$ cat src/rtl/lane_slice_pkg.sv
//------------------------------------------------------------------------------
// lane_slice_pkg
//   Shared defaults and the per-lane configuration record for lane_slice_fifo.
//   Revision: 1.0
//------------------------------------------------------------------------------
`default_nettype none

package lane_slice_pkg;

  localparam int LANES_DEF  = 3;
  localparam int LANE_W_DEF = 12;
  localparam int DEPTH_DEF  = 4;

  typedef struct packed {
    logic en;
    logic inv;
  } lane_cfg_t;

  localparam lane_cfg_t LANE_CFG_RESET = '{en: 1'b1, inv: 1'b0};

endpackage : lane_slice_pkg

`default_nettype wire

$ cat src/rtl/lane_slice_fifo_xform.sv
//------------------------------------------------------------------------------
// lane_xform
//   Per-lane write-side transform: zero a disabled lane, optionally invert it.
//   Revision: 1.0
//------------------------------------------------------------------------------
`default_nettype none

module lane_xform
  import lane_slice_pkg::*;
#(
  parameter int LANE_W = LANE_W_DEF
) (
  input  logic [LANE_W-1:0] lane_i,
  input  lane_cfg_t         cfg_i,
  output logic [LANE_W-1:0] lane_o
);

  always_comb begin
    lane_o = '0;
    if (cfg_i.en) begin
      lane_o = cfg_i.inv ? ~lane_i : lane_i;
    end
  end

endmodule : lane_xform

`default_nettype wire

$ cat src/rtl/lane_slice_fifo.sv
//------------------------------------------------------------------------------
// lane_slice_fifo
//   Synchronous FIFO that applies a per-lane enable/invert transform on write.
//   Revision: 1.0
//------------------------------------------------------------------------------
`default_nettype none

module lane_slice_fifo
  import lane_slice_pkg::*;
#(
  parameter int LANES  = LANES_DEF,
  parameter int LANE_W = LANE_W_DEF,
  parameter int DEPTH  = DEPTH_DEF
) (
  input  logic                         clk,
  input  logic                         rst,
  input  logic                         in_valid,
  output logic                         in_ready,
  input  logic [LANES*LANE_W-1:0]      in_data,
  output logic                         out_valid,
  input  logic                         out_ready,
  output logic [LANES*LANE_W-1:0]      out_data,
  input  logic                         cfg_load,
  input  logic [LANES-1:0]             cfg_lane_en,
  input  logic [LANES-1:0]             cfg_lane_inv,
  output logic [$clog2(DEPTH+1)-1:0]   count,
  output logic                         cfg_err
);

  localparam int W  = LANES * LANE_W;
  localparam int AW = $clog2(DEPTH);
  localparam int CW = $clog2(DEPTH + 1);

  logic [AW-1:0]           wr_ptr_q, wr_ptr_d;
  logic [AW-1:0]           rd_ptr_q, rd_ptr_d;
  logic [CW-1:0]           count_q,  count_d;
  lane_cfg_t [LANES-1:0]   cfg_q,    cfg_d;
  logic                    cfg_err_q, cfg_err_d;
  logic [W-1:0]            mem_q [DEPTH];

  logic [W-1:0]            w_xform;
  logic                    w_push;
  logic                    w_pop;

  generate
    for (genvar k = 0; k < LANES; k++) begin : g_lane
      lane_xform #(
        .LANE_W (LANE_W)
      ) u_xform (
        .lane_i (in_data[k*LANE_W +: LANE_W]),
        .cfg_i  (cfg_q[k]),
        .lane_o (w_xform[k*LANE_W +: LANE_W])
      );
    end
  endgenerate

  assign in_ready  = (count_q != CW'(DEPTH));
  assign out_valid = (count_q != '0);
  assign w_push    = in_valid && in_ready;
  assign w_pop     = out_valid && out_ready;

  always_comb begin
    wr_ptr_d  = wr_ptr_q;
    rd_ptr_d  = rd_ptr_q;
    count_d   = count_q;
    cfg_d     = cfg_q;
    cfg_err_d = cfg_err_q;

    if (w_push) begin
      wr_ptr_d = wr_ptr_q + AW'(1);
    end
    if (w_pop) begin
      rd_ptr_d = rd_ptr_q + AW'(1);
    end

    case ({w_push, w_pop})
      2'b10:   count_d = count_q + CW'(1);
      2'b01:   count_d = count_q - CW'(1);
      default: count_d = count_q;
    endcase

    // Config may only change while nothing is stored or being stored, so every
    // entry is transformed under exactly one configuration.
    if (cfg_load) begin
      if ((count_q == '0) && !w_push) begin
        for (int k = 0; k < LANES; k++) begin
          cfg_d[k].en  = cfg_lane_en[k];
          cfg_d[k].inv = cfg_lane_inv[k];
        end
      end else begin
        cfg_err_d = 1'b1;
      end
    end
  end

  always_ff @(posedge clk or posedge rst) begin
    if (rst) begin
      wr_ptr_q  <= '0;
      rd_ptr_q  <= '0;
      count_q   <= '0;
      cfg_q     <= {LANES{LANE_CFG_RESET}};
      cfg_err_q <= 1'b0;
    end else begin
      wr_ptr_q  <= wr_ptr_d;
      rd_ptr_q  <= rd_ptr_d;
      count_q   <= count_d;
      cfg_q     <= cfg_d;
      cfg_err_q <= cfg_err_d;
    end
  end

  always_ff @(posedge clk) begin
    if (w_push) begin
      mem_q[wr_ptr_q] <= w_xform;
    end
  end

  // Gated by out_valid so reset forces zero without clearing storage.
  assign out_data = out_valid ? mem_q[rd_ptr_q] : '0;
  assign count    = count_q;
  assign cfg_err  = cfg_err_q;

endmodule : lane_slice_fifo

`default_nettype wire

$ cat config.mk
export PLATFORM = sky130hd
export DESIGN_NAME = lane_slice_fifo
export DESIGN_NICKNAME = d
export VERILOG_FILES = /design/src/rtl/lane_slice_pkg.sv /design/src/rtl/lane_slice_fifo_xform.sv /design/src/rtl/lane_slice_fifo.sv
export SDC_FILE = /design/constraint.sdc
export NUM_CORES = 1
export LEC_CHECK = 0
export CORE_ASPECT_RATIO = 1.5
export CORE_MARGIN = 2
export CORE_UTILIZATION = 47
export CTS_BUF_LIST = sky130_fd_sc_hd__clkbuf_4 sky130_fd_sc_hd__clkbuf_8 sky130_fd_sc_hd__clkbuf_16
export CTS_CLUSTER_SIZE = 12
export DETAILED_ROUTE_END_ITERATION = 6
export PLACE_DENSITY = 0.7
export REMOVE_ABC_BUFFERS = 1
export SETUP_SLACK_MARGIN = 0.2
export SYNTH_ARGS = -nofsm -noshare
export SYNTH_HDL_FRONTEND = slang
export SYNTH_SLANG_ARGS = --single-unit
$ cat constraint.sdc
create_clock -name clk -period 2.5 [get_ports clk]
set_input_delay 0.5 -clock clk [delete_from_list [all_inputs] [get_ports clk]]
set_output_delay 0.5 -clock clk [all_outputs]
set_load 0.01 [all_outputs]
==> run metrics <==
vias post-DR 3,598; Port Buffer Count 88; global-route wire length before repair 21.8 mm; CTS sink count 158; total cell area at the placement stage 0.00787 mm^2; final cell utilization of the core 64.0%; area share of the largest cell type after synthesis 64.4%; hold bufs inserted after CTS 0; worst clock skew 0.00591 ns; RR Startpoint count[2]; Max transition margin 44.3%; critical path launch point type register; PwrDens 1390 mW/mm^2; final-stage net count 538; pin count of the biggest net entering global routing 37; insertion delay to the later sink of the worst-skew pair 0.42 ns; number of diodes 0; setup repair after global routing missed its margin true; transition time at the pin with the least slew margin 0.835 ns; via count of the first global-routing pass 3,771; Die Span Y 150 um; post-synth top area cell edfxtp_1; Finish-stage setup viols 0; #FFs+latches synth 158; final-layout worst hold slack 0.458 ns; DRC violation count after routing 0; setup slack after placement 0.141 ns; number of standard cells after synthesis 364; average footprint of a synthesized cell 18.5 um^2; initial cell density of the core 48.0%; Crit. End Element primary output; post-DR wirelength/cell 21.4 um; combined area of all synthesized cells 0.00672 mm^2; type of the tightest min-delay check primary input to asynchronous set/reset pin; warning count from the yosys run 0; Worst EP arrival 2.00 ns; clock input transition at the sequential cells of the worst setup and hold paths 0.06 ns; CTS root buf clkbuf_16; cell with the most instances after synthesis edfxtp_1; Vias per Instance 5.21; sequential-to-total area share from yosys stat 69.6%; number of enable-type register cells in the synthesized netlist 144; Synth-to-Final Area Change 33.3%; reg-to-reg setup timing slack 0.21 ns; initial antenna violation count 0; final worst path period share 99.8%; layout cells sized above 1 39.0%; endpoint of the lowest-slack register-to-register path cfg_q[2]; dominant cells by area after synthesis edfxtp_1, mux4_2, and2_1; Placement Rows 53; static leakage 0.00331 uW; Num CTS Buffers 17; maximum vdd drop 0.808 mV; TritonCTS clock tree done; setup slack after layout 0.00495 ns; most common library cells after synthesis edfxtp_1, and2_1, xor2_1; worst-case reg-to-reg path depth 3; outcome finished clean; RePlAce Congestion 0.698; proportion of register bits with asynchronous set or reset after synthesis 8.86%; Iter 0 DRT Violations 245; Fmax 401 MHz; post-detail-place hpwl 7.84 mm; Die ar. 0.0153 mm^2; global route overflow 0; standard cell core area 0.0140 mm^2; required time of the worst setup path 2.00 ns; cell area after layout 0.00895 mm^2; number of placed I/O pins 89; ys flop type edfxtp_1; DIE WIDTH 102 um; remaining antenna violation count after routing 0; All-Layer GR Usage 20.4%; category of the critical setup timing path register to primary output; DR pass1 iterations 4; Tmin final 2.50 ns; number of distinct standard cells referenced by the synthesized netlist 27; count of H-tree levels built during CTS 4; deepest clock path buffer count 2; crit path max fanout 6; MaxCap Viol Count 0; number of hold-slack violations in the final timing report 0; worst setup path startpoint rd_ptr_q[0]; total count of max-transition violations in the final report 0; overall routed net length 14.8 mm
==> cells in the final DEF, fill, tap and decap left out, types with 6 or more instances in the layout <==
cell type / count
and2_1: 42
xor2_1: 39
mux4_2: 36
buf_2: 6
buf_12: 9
buf_6: 35
and2_4: 31
inv_1: 6
dfrtp_1: 6
clkdlybuf4s50_1: 50
clkbuf_16: 17
buf_4: 15
mux2_4: 6
edfxtp_1: 144
==> power breakdown <==
part           internal [uW]  leakage, uW  switching (uW)
registers               3960      0.00150             494
clock network           1680     0.000300            1000
logic                   3090      0.00151            2240
==> sequential cells by signal (all words and copies together), names as in the netlist <==
register,flops
cfg_q,6
wr_ptr_q,2
rd_ptr_q,2
cfg_err,1
count,3
mem_q,144
==> routing by layer <==
metal	GRT usage [%]	part of all wire (%)	vias to the layer above
li1	-	-	1611
met1	25.3	37	1844
met2	34.3	55	122
met3	6.17	5.2	21
met4	5.95	2.7	0
met5	0	0	-
==> worst max path at each step <==
stage / cells after the start / endpoint / slack (ns)
global route: 6 / out_data[27] / -0.05
finish: 6 / out_data[27] / 0.005
detailed placement: 4 / out_data[10] / 0.14
global placement: 4 / out_data[10] / 0.15
CTS: 6 / out_data[19] / 0.02
floorplan: 2 / out_data[0] / -0.39
==> what timing repair did <==
item,4_1_cts,5_1_grt
cloned,6,2
buffers inserted,13,8
pin swaps,15,16
gates resized for setup,177,55
endpoints found under the setup margin,38,37
endpoints found under the hold margin,0,0
==> through the flow <==
step / instances / setup TNS [ns] / power [uW]
2_1_floorplan: 341 / -14.17 / 6720
3_3_place_gp: 629 / 0 / 8620
3_5_place_dp: 629 / 0 / 8750
4_1_cts: 680 / 0 / 11800
5_1_grt: 690 / -0.617 / 13100
6_report: 690 / 0 / 12500
==> layout make-up <==
| class | instances | area, um^2 |
|---|---|---|
| clock buffer | 18 | 433 |
| clock inverter | 14 | 193 |
| fill | 980 | 5040 |
| inverter | 6 | 22.5 |
| multi-input combinational | 182 | 2060 |
| sequential | 158 | 4680 |
| tap | 192 | 240 |
| timing repair buffer | 120 | 1320 |
==> cells by family (layout without fill, tap and decap cells) <==
family | Yosys count | count (layout) | synth area share, %
multiplexers | 44 | 44 | 13.7
adder cells (fa/ha/maj) | 6 | 6 | 1.23
AND/OR/NAND/NOR | 84 | 89 | 7.88
flip-flops | 158 | 158 | 69.6
XOR/XNOR | 42 | 42 | 5.47
AO/OA/AOI/OAI | 1 | 1 | 0.0744
buffers and inverters | 29 | 158 | 1.99
==> worst max-delay path, cell delays in order (launching register included) <==
cell     delay (ns)
dfrtp_2        0.40
buf_6          0.14
buf_6          0.10
buf_12         0.12
mux4_2         0.53
and2_4         0.18
buf_6          0.11
No activity file was read; power rests on OpenSTA's default activity.
